===== config.mk =====
export PLATFORM = sky130hd
export DESIGN_NAME = mic_packet_tx
export DESIGN_NICKNAME = d
export VERILOG_FILES = /design/src/rtl/mic_packet_tx.sv
export SDC_FILE = /design/constraint.sdc
export NUM_CORES = 1
export LEC_CHECK = 0
export BUFFER_PORTS_ARGS = -buffer_cell sky130_fd_sc_hd__buf_2
export CAP_MARGIN = 30
export CORE_MARGIN = 2
export CORE_UTILIZATION = 40
export CTS_CLUSTER_SIZE = 10
export DETAILED_ROUTE_END_ITERATION = 7
export SYNTH_ARGS = -nofsm -noshare
export SYNTH_HDL_FRONTEND = slang
export SYNTH_SLANG_ARGS = --single-unit

===== constraint.sdc =====
create_clock -name clk -period 3.6 [get_ports clk]
set_input_delay 0.72 -clock clk [delete_from_list [all_inputs] [get_ports clk]]
set_output_delay 0.72 -clock clk [all_outputs]
set_load 0.02 [all_outputs]

===== src/rtl/mic_packet_tx.sv =====
// Microphone sample FIFO feeding a framed packet transmitter: one header frame
// followed by BURST data frames, with SILENCE substituted when the FIFO runs dry.
module mic_packet_tx #(
    parameter int unsigned FIFO_DEPTH = 8,
    parameter int unsigned BURST      = 4,
    parameter logic [7:0]  HDR_TAG    = 8'hC7,
    parameter logic [7:0]  DATA_TAG   = 8'hC6,
    parameter logic [31:0] SILENCE    = 32'hFFFFFFFF
) (
    input  logic        clk,
    input  logic        rst_n,
    input  logic        record_active,
    input  logic [31:0] mic_data,
    input  logic        mic_data_valid,
    output logic        mic_data_retrieved,
    input  logic        tx_req,
    output logic [39:0] tx_frame,
    output logic        tx_valid,
    input  logic        tx_ready,
    output logic        busy,
    output logic [7:0]  underrun_count
);

    localparam int unsigned AW = (FIFO_DEPTH > 1) ? $clog2(FIFO_DEPTH) : 1;
    localparam int unsigned CW = AW + 1;
    localparam logic [CW-1:0] FULL_CNT  = CW'(FIFO_DEPTH);
    localparam logic [3:0]    LAST_BEAT = 4'(BURST - 1);

    typedef enum logic [1:0] {IDLE, HDR, DATA} state_e;

    state_e        state_q, state_d;
    logic [AW-1:0] wr_ptr_q, wr_ptr_d;
    logic [AW-1:0] rd_ptr_q, rd_ptr_d;
    logic [CW-1:0] count_q, count_d;
    logic [31:0]   mem_q [FIFO_DEPTH];
    logic [39:0]   tx_frame_q, tx_frame_d;
    logic          tx_valid_q, tx_valid_d;
    logic          from_fifo_q, from_fifo_d;
    logic [3:0]    beat_q, beat_d;
    logic [7:0]    underrun_q, underrun_d;
    logic          retrieved_q, retrieved_d;
    logic          holdoff_q, holdoff_d;
    logic          busy_q, busy_d;

    logic          push, pop, load, underrun_inc, accept, flush;
    logic [CW-1:0] cnt_after_pop;
    logic [AW-1:0] rd_after_pop;

    // Capture, FIFO bookkeeping and packet sequencing.
    always_comb begin
        state_d       = state_q;
        wr_ptr_d      = wr_ptr_q;
        rd_ptr_d      = rd_ptr_q;
        count_d       = count_q;
        tx_frame_d    = tx_frame_q;
        tx_valid_d    = tx_valid_q;
        from_fifo_d   = from_fifo_q;
        beat_d        = beat_q;
        underrun_d    = underrun_q;
        pop           = 1'b0;
        load          = 1'b0;
        underrun_inc  = 1'b0;

        flush  = !record_active;
        accept = tx_valid_q && tx_ready;
        push   = mic_data_valid && (count_q != FULL_CNT) && record_active && !holdoff_q;

        case (state_q)
            IDLE: begin
                if (tx_req) begin
                    state_d     = HDR;
                    tx_valid_d  = 1'b1;
                    tx_frame_d  = {HDR_TAG, 8'(BURST), 8'(count_q), underrun_q, 8'h00};
                    from_fifo_d = 1'b0;
                    beat_d      = 4'd0;
                end
            end
            HDR: begin
                if (accept) begin
                    state_d = DATA;
                    load    = 1'b1;
                end
            end
            DATA: begin
                if (accept) begin
                    pop = from_fifo_q && !flush;
                    if (beat_q == LAST_BEAT) begin
                        state_d     = IDLE;
                        tx_valid_d  = 1'b0;
                        from_fifo_d = 1'b0;
                    end else begin
                        beat_d = beat_q + 4'd1;
                        load   = 1'b1;
                    end
                end else if (flush && from_fifo_q) begin
                    // A flush invalidates a stalled FIFO word; the rest of the packet is silence.
                    tx_frame_d   = {DATA_TAG, SILENCE};
                    from_fifo_d  = 1'b0;
                    underrun_inc = 1'b1;
                end
            end
            default: state_d = IDLE;
        endcase

        cnt_after_pop = count_q - CW'(pop);
        rd_after_pop  = rd_ptr_q + AW'(pop);

        if (load) begin
            if (!flush && (cnt_after_pop != '0)) begin
                tx_frame_d  = {DATA_TAG, mem_q[rd_after_pop]};
                from_fifo_d = 1'b1;
            end else begin
                tx_frame_d   = {DATA_TAG, SILENCE};
                from_fifo_d  = 1'b0;
                underrun_inc = 1'b1;
            end
        end

        if (underrun_inc && (underrun_q != 8'hFF)) begin
            underrun_d = underrun_q + 8'd1;
        end

        if (flush) begin
            wr_ptr_d = '0;
            rd_ptr_d = '0;
            count_d  = '0;
        end else begin
            wr_ptr_d = wr_ptr_q + AW'(push);
            rd_ptr_d = rd_after_pop;
            count_d  = count_q + CW'(push) - CW'(pop);
        end

        retrieved_d = push;
        holdoff_d   = push;
        busy_d      = (state_d != IDLE);
    end

    always_ff @(posedge clk or negedge rst_n) begin
        if (!rst_n) begin
            state_q     <= IDLE;
            wr_ptr_q    <= '0;
            rd_ptr_q    <= '0;
            count_q     <= '0;
            tx_frame_q  <= '0;
            tx_valid_q  <= 1'b0;
            from_fifo_q <= 1'b0;
            beat_q      <= 4'd0;
            underrun_q  <= 8'd0;
            retrieved_q <= 1'b0;
            holdoff_q   <= 1'b0;
            busy_q      <= 1'b0;
        end else begin
            state_q     <= state_d;
            wr_ptr_q    <= wr_ptr_d;
            rd_ptr_q    <= rd_ptr_d;
            count_q     <= count_d;
            tx_frame_q  <= tx_frame_d;
            tx_valid_q  <= tx_valid_d;
            from_fifo_q <= from_fifo_d;
            beat_q      <= beat_d;
            underrun_q  <= underrun_d;
            retrieved_q <= retrieved_d;
            holdoff_q   <= holdoff_d;
            busy_q      <= busy_d;
        end
    end

    // Sample storage needs no reset; validity is tracked by the pointers.
    always_ff @(posedge clk) begin
        if (push) begin
            mem_q[wr_ptr_q] <= mic_data;
        end
    end

    assign mic_data_retrieved = retrieved_q;
    assign tx_frame           = tx_frame_q;
    assign tx_valid           = tx_valid_q;
    assign busy               = busy_q;
    assign underrun_count     = underrun_q;

endmodule


Word level (Yosys, flattened, before mapping)
Memories as Yosys holds them, arrays and structs flattened.
Index checks and enable logic that the tools add are counted.
{ "classes": {"n_reduce_logical": 19, "muxes": 41, "addsub": 7, "eq_ne": 14} }
{ "ops": {"columns": ["op", "n"], "rows": [
  ["$mux W40", 4],
  ["$pmux W40 S2", 1],
  ["$mux W32", 1],
  ["$mux W1", 20],
  ["$mux W4", 4],
  ["$reduce_and A4 Y1", 4],
  ["$ne A4 B4 Y1 const B", 3],
  ["$ne A3 B3 Y1 const B", 3],
  ["$add A8 B1 Y8 const B", 1],
  ["$logic_and A1 B1 Y1", 8],
  ["$mux W2", 4],
  ["$ne A2 B2 Y1 const B", 4],
  ["$ne A8 B8 Y1 const B", 1],
  ["$pmux W4 S2", 1],
  ["$sub A4 B1 Y4", 2],
  ["$add A3 B1 Y3", 2],
  ["$mux W3", 2],
  ["$pmux W1 S2", 3],
  ["$pmux W2 S3", 1],
  ["$add A4 B1 Y4", 1],
  ["$add A4 B1 Y4 const B", 1],
  ["$eq A4 B2 Y1 const B", 1],
  ["$reduce_bool A2 Y1", 2],
  ["$reduce_bool A4 Y1", 1],
  ["5 further kinds", 6]
]} }
{ "totals": {"output_inout_bits": 51, "ff_bits": 68, "in_bits": 38, "memories": 1, "elab_cells": 93, "ram_bits": 256} }
{ "mem_list": {"columns": ["name", "depth", "width", "rd", "rd_clocked_by_memory_dff", "wr", "line_no", "text"], "rows": [
  ["mem_q", 8, 32, 1, 0, 1, "35", "logic [31:0] mem_q [FIFO_DEPTH];"]
]} }

Depth between registers and ports, before layout
Gate-level depths: netlist of run 1.
{ "depth": {"word_depth": 9, "mapped_depth": 13, "depth_no_buf": 11} }

Least setup slack after synthesis of run 1
No wires, ideal clock.
{ "synth_timing": {"path_kind": "input port to flip-flop", "from": "input record_active", "to": "memory mem_q[0][0], enable pin", "required_time_ps": 3139, "arrival_ps": 3438, "path_slack_ps": -299, "n_path_buf": 0, "cell_stages": 4, "setup_time_ps": 461, "cell_sequence": "nand3b_1 a31oi_1 nand2b_1 nor3_1"} }
{ "synth_via": {"elab_chain_cells": 4} }
{ "synth_lines": {"columns": ["item", "line_no", "text"], "rows": [
  ["start, declared", "12", "input logic record_active,"],
  ["$logic_and A1 B1 Y1 (2 in a row)", "66", "push = mic_data_valid && (count_q != FULL_CNT) && record_active && !holdoff_q;"],
  ["net holdoff_d", "42", "logic holdoff_q, holdoff_d;"],
  ["$mux W1", "170", "if (push) begin"],
  ["$mux W1 (not written as such)", "171", "mem_q[wr_ptr_q] <= mic_data;"],
  ["end, declared", "35", null]
]} }
The timed path passes the listed nets, and every way through them passes these cells.

Worst setup path in the final report of run 1
{ "layout_timing": {"from": "register state_q[0]", "to": "register tx_frame_q[24], in the netlist tx_frame[24]"} }
{ "layout_via": {"elab_chain_cells": 7, "word_cells_on_any_way": 18, "classes_between": "add/sub: 2; eq/ne: 5; mux: 5; reduce/logical: 5; memory: 1"} }
{ "layout_lines": {"columns": ["item", "line_no", "text"], "rows": [
  ["start, declared", "31", "state_e state_q, state_d;"],
  ["start signal, assigned", "153", "state_q <= state_d;"],
  ["branches (longest 7 deep; another with $mem_v2 Z8 W32)", null, null],
  ["end signal, assigned", "157", "tx_frame_q <= tx_frame_d;"],
  ["end, declared", "36", "logic [39:0] tx_frame_q, tx_frame_d;"]
]} }
Parallel ways; which one is timed is not known.
A chain may end at the register's enable or synchronous reset.

==> impl_metrics.toml, run 1 <==
[clocking]
cts_made_buffers = 38
clk-insertion-delay-late_ns = 0.52
clockBufferDepth = 3
post_cts_buffers = 0
root_buffer = "clkbuf_16"
ctsHtreeMaxLevel = 2
cts_tree = "done"
cts_hold_buffers = 0
cts.reportedPaths.clkPinSlew_ns = 0.05
cts_sinks = 318
cts_resized = 0

[sta]
fin_tns_setup_ns = 0
hold_viol_final = 0
fmax_ghz = 0.3516
slew_headroom = 0.3317
setup_violations = 0
rsz0062_at_grt = "no"
clock-skew-final_ns = 0.01865
worst_slew_pin_slew_ns = 1.000
finalCritPeriodShare = 0.7901
drv_slew = 0
min_period_ns = 2.844

[floorplan]
core_mm2 = 0.03164
die_area_mm2 = 0.03362
die_w_um = 183.4
io-pin-count = 89
initial_core_util = 0.4068
die_h_um = 183.4
num_rows = 65

[synthesis]
synthMuxAreaShare = 0.1164
ys.flop_type = "edfxtp_1"
ys_ff_latch = 318
synth_edf_count = 256
synth.avg_cell_area_um2 = 17.73
synthSimpleGateAreaFrac = 0.05746
synthAdderAreaFrac = 0.01906
netlist.area_leader.share = 0.5973
syn_inst = 726
synth_area_leaders = "edfxtp_1 (60%), dfrtp_1 (12%), mux4_2 (11%), a22o_1 (2.4%), nand2_1 (2.2%)"
ys_seq_area_frac = 0.7179
ys_async_sr_fraction = 0.1950
synth_warnings = 0
yosysTopAreaCell = "edfxtp_1"
synth_top_family_by_area = "multiplexers"
synth.distinct_cells = 49
syn-cell-area_mm2 = 0.01287
synth-compound-area-share = 0.05746
synth_xor_area_frac = 0.008166

[routing]
drc_errors = 0
ant_nets = 0
firstDrtPassIters = 4
vias = 6950
routed_wl_um = 28970
wl_per_cell_um = 22.76
drt_iter0_markers = 559
routed_via_density = 5.460

[placed_design]
place_congestion = 0.7788
dp.cells = 1206
io_buffers = 85
place_hpwl_um = 17150

[hold_path]
hold_class = "in -> async"

[global_routing]
met1_usage = 0.2472
grt_pass1_wl_um = 44530
track_usage = 0.1785
grt-ovfl-total = 0
grt_max_degree = 63
antenna_found_initial = 4
met2_usage = 0.2889
use_met3 = 0.03793
grt-busiest-layer = "met2"
grt_pass1_vias = 7219

[setup_path]
arrival_ns = 3.25
critical_path_class = "reg -> reg"
critical_path.max_fanout = 17
crit_required_ns = 4.01
crit_path_end_kind = "flop"
critPathLaunchType = "flop"
reg2reg_slack_ns = 0.76

[finish]
final_cell_count_no_fill = 1273
final_util = 0.4808
fillers = 2671
antennaDiodeCount = 0
syn_to_final_growth_pct = 18.18
final_nets = 901
drive_above_1_share = 0.2985

[power]
net-switching-power_uw = 2594
seqPwrFrac = 0.467
swShare = 0.2760
p_total_uw = 9402
p_per_area_mw_per_mm2 = 618.1
p_leak_uw = 0.005320
p_int_uw = 6807
p_clk_frac = 0.363
ir_drop_mv = 0.3636
comb_power_share = 0.170

[run_status]
outcome = "complete, no violations"

[run]
drv_cap = 0
[worst paths after layout]
path | start | to | cells after the start
hold / removal | rst_n | tx_frame[5] | 2
setup reg to reg | state_q[0] | tx_frame[24] | 11
hold reg to reg | tx_frame[6] | tx_frame[6] | 1
max in group asynchronous | rst_n | beat_q[1] | 2
min in group clk | mic_data[5] | mem_q[0][5] | 1
setup / recovery | state_q[0] | tx_frame[24] | 11
[power by group through the flow]
stage	Sequential [uW]	Clock [uW]	Combinational [uW]
4_1_cts	4390	3490	1620
2_1_floorplan	4610	0	846
5_1_grt	4420	3640	1740
3_3_place_gp	4460	0	1590
3_5_place_dp	4460	0	1610
6_report	4390	3410	1600
[per-stage QoR]
step	hold slack, ns	setup WS, ns	area [um^2]
floorplan	0.4244	0.5124	12890
global placement	0.4870	0.4034	14110
detailed placement	0.4880	0.3500	14110
CTS	0.4408	0.7223	15210
global route	0.4755	0.5335	15210
finish	0.4150	0.7558	15210
[critical path, stage by stage, from the launching register on]
cell and delay [ns]:
dfrtp_1 0.43, inv_1 0.10, ha_1 0.19, nand2_1 0.06, nor2_1 0.26, ha_4 0.38, buf_12 0.25, buf_12 0.15
mux4_2 0.50, nand2_1 0.08, nand4_1 0.10, a22o_1 0.22
[sequential cells by signal, summed over array words and instances, names as in the netlist]
name and flops:
wr_ptr_q 3, from_fifo_q 1, tx_valid 1, beat_q 4, holdoff_q 1, rd_ptr_q 3, state_q 2, busy 1
mem_q 256, underrun_count 8, count_q 4, tx_frame 34
[layout make-up]
type                    instances  area [um^2]  area share
repair buffers                123        848.3     0.05577
multi-input cells             350         3468      0.2280
inverters                      13        48.80    0.003208
well taps                     402        503.0     0.03307
flip-flops and latches        318         9239      0.6074
clock inverters                 4        47.55    0.003126
clock buffers                  63         1055     0.06935
[cells in the final DEF, fill, tap and decap left out, types with 2 or more instances in the layout]
master / instances
or2_2: 2
xor2_1: 8
nor2b_1: 3
a21oi_4: 2
xnor2_1: 2
dfrtp_1: 62
a22o_1: 36
nor2_1: 4
nand2b_1: 5
nand3_1: 3
o21ai_0: 19
edfxtp_1: 256
a21oi_1: 18
mux4_2: 64
and2_1: 11
nand2_1: 76
clkbuf_1: 24
buf_4: 27
a211oi_2: 6
nor3_1: 3
buf_2: 85
conb_1: 3
nor2_4: 6
nand4_1: 32
inv_1: 13
nor3_4: 2
clkbuf_16: 38
ha_1: 16
mux2i_1: 3
buf_12: 11
[routing by layer]
layer  vias up  part of all wire
met1      3573              0.44
met2       222              0.47
met4         8             0.019
li1       3099                 -
met5         -            0.0017
met3        48             0.066
[kinds of logic after synthesis]
group | count (synthesis)
multiplexers | 69
flip-flops | 318
AO/OA/AOI/OAI | 95
XOR/XNOR | 12
other | 1
buffers and inverters | 60
AND/OR/NAND/NOR | 152
adder cells (fa/ha/maj) | 19
[cells in the mapped netlist, types with 10 or more instances]
master,instances
clkbuf_1,24
a22o_1,36
o21ai_0,19
dfrtp_1,62
nand4_1,32
a21oi_1,18
nor2_1,10
edfxtp_1,256
ha_1,18
and2_1,11
inv_1,13
nand2_1,76
mux4_2,64
No activity file was read; power rests on OpenSTA's default activity.
==> inputs of run 2 (changes only) <==
- clock period: 3.6 -> 2.85 ns (I/O delays scaled with it)
==> run 2 against run 1 <==
Clock skew decreased by 0.0091 ns. Sequential share of layout area decreased by 1.1 points. Power increased by 28%. Fmax increased by 9.7%. Worst setup slack got worse by 0.50 ns. Sequential power increased by 26%. Register-to-register slack got worse by 0.50 ns. Final cell count increased by 1.8%. Combinational power increased by 34%. First-iteration DRC count decreased by 9.7%. Utilization increased by 0.91 points. Non-clock buffer count increased by 19. Critical path type unchanged.
==> impl_metrics.toml, run 2 (synthesis results as in run 1) <==
[global_routing]
grt-ovfl-total = 0
grt_max_degree = 35
grt_pass1_wl_um = 44460
track_usage = 0.1776
grt_pass1_vias = 7222
antenna_found_initial = 4

[sta]
min_period_ns = 2.593
slew_headroom = 0.3733
setup_violations = 0
fmax_ghz = 0.3857
worst_slew_pin_slew_ns = 0.9381
clock-skew-final_ns = 0.009525
hold_viol_final = 0
drv_slew = 0
rsz0062_at_grt = "no"
timing.hold.ws_ns = 0.3322
finalCritPeriodShare = 0.9097

[power]
p_leak_uw = 0.005454
p_per_area_mw_per_mm2 = 775.0
ir_drop_mv = 0.3521

[setup_path]
arrival_ns = 2.99
crit_start = "state_q[0]"
crit_required_ns = 3.24
crit_path_end_kind = "flop"
critPathSlowestCell = "mux4_2"
path_cells = "inv_1 -> ha_1 -> nand2_1 -> nor2_1 -> ha_4 -> buf_4 -> mux4_2 -> nand2_1 -> nand4_1 -> a22o_1"
critPathLaunchType = "flop"
r2r-end = "tx_frame[19]"
worst_path_largest_cell_delay_ns = 0.53
rr_worst_depth = 10
critical_path_class = "reg -> reg"
cp_common_cell = "nand2_1"
critical_path.max_fanout = 10
reg2reg_slack_ns = 0.26
worstSetupEndpoint = "tx_frame[19]"
rr_startpoint = "state_q[0]"

[floorplan]
core_mm2 = 0.03164
initial_core_util = 0.4068
io-pin-count = 89
die_area_mm2 = 0.03362
num_rows = 65
die_w_um = 183.4
die_h_um = 183.4

[finish]
largest-register = "mem_q"
drive_above_1_share = 0.3139
syn_to_final_growth_pct = 20.41
final_common_cell = "edfxtp_1"
final_nets = 920
final_cell_mix = "edfxtp_1 (256), buf_2 (85), nand2_1 (76)"
final_area_mm2 = 0.01550
largest_reg_flops = 256

[hold_path]
worstHoldPathCells = 1
hold_class = "in -> reg"

[clocking]
cts.reportedPaths.clkPinSlew_ns = 0.05
clockBufferDepth = 3
root_buffer = "clkbuf_16"
ctsHtreeMaxLevel = 2
clk-insertion-delay-late_ns = 0.51
cts_sinks = 318
cts_made_buffers = 38
cts_tree = "done"

[routing]
routed_wl_um = 29010
ant_nets = 0
drc_errors = 0
vias = 7067
firstDrtPassIters = 4
wl_per_cell_um = 22.39
routed_via_density = 5.453
drt_iter0_markers = 505

[placed_design]
io_buffers = 85
place_hpwl_um = 17380
dpl-instance-area_mm2 = 0.01436
place_congestion = 0.7817

[run_status]
outcome = "complete, no violations"

[run]
drv_cap = 0
run 2: final cells by class:
class,count,area (um^2)
sequential,318,9239
clock buffer,66,1097
timing repair buffer,142,1106
inverter,13,48.80
clock inverter,3,18.77
tap,402,503.0
fill,2600,16140
antenna,2,5.005
multi-input combinational,350,3478
run 2: what timing repair did:
action	in CTS	in global routing
endpoints found under the hold margin	12	0
endpoints found under the setup margin	0	1
buffers inserted	0	0
hold buffers	1	0
resized for setup	0	1
run 2: how the worst min path moves through the flow:
stage,from,endpoint,slack [ns]
5_1_grt,mic_data[29],mem_q[0][29],0.33
6_report,mic_data[1],mem_q[3][1],0.33
2_1_floorplan,rst_n,beat_q[0],0.27
3_5_place_dp,tx_frame[5],tx_frame[5],0.49
4_1_cts,mic_data[10],mem_q[3][10],0.31
3_3_place_gp,tx_frame[31],tx_frame[31],0.49
run 2: through the flow:
step / setup TNS [ns] / util / instances / setup WS [ns] / power, uW
detailed placement: -0.04533 / 0.4537 / 1224 / -0.04533 / 7786
global route: 0 / 0.4897 / 1294 / 0.01810 / 12510
global placement: -0.05014 / 0.4537 / 1224 / -0.05014 / 7770
CTS: 0 / 0.4893 / 1294 / 0.1845 / 12140
finish: 0 / 0.4898 / 1296 / 0.2573 / 12010
floorplan: -6.360 / - / 728 / -0.08232 / 6890
run 2: critical path, delay by kind of cell (launching register included):
kind,cells,cell delay (ns)
multiplexers,1,0.53
AND/OR/NAND/NOR,4,0.54
AO/OA/AOI/OAI,1,0.23
flip-flops,1,0.37
buffers and inverters,2,0.37
adder cells (fa/ha/maj),2,0.43
run 2: metal layers:
layer  share of wire  track usage  vias to the layer above
li1                -            -                     3136
met5          0.0012            0                        -
met2            0.48       0.2855                      184
met1            0.45       0.2529                     3702
met3           0.055      0.03356                       39
met4           0.015      0.04192                        6
run 2: power by group:
group / internal (uW) / switching [uW] / leakage [uW] / total, uW
clock: 2600 / 1730 / 0.000537 / 4330
sequential: 5330 / 211 / 0.00312 / 5540
combinational: 828 / 1310 / 0.00180 / 2140
total: 8760 / 3250 / 0.00545 / 12000
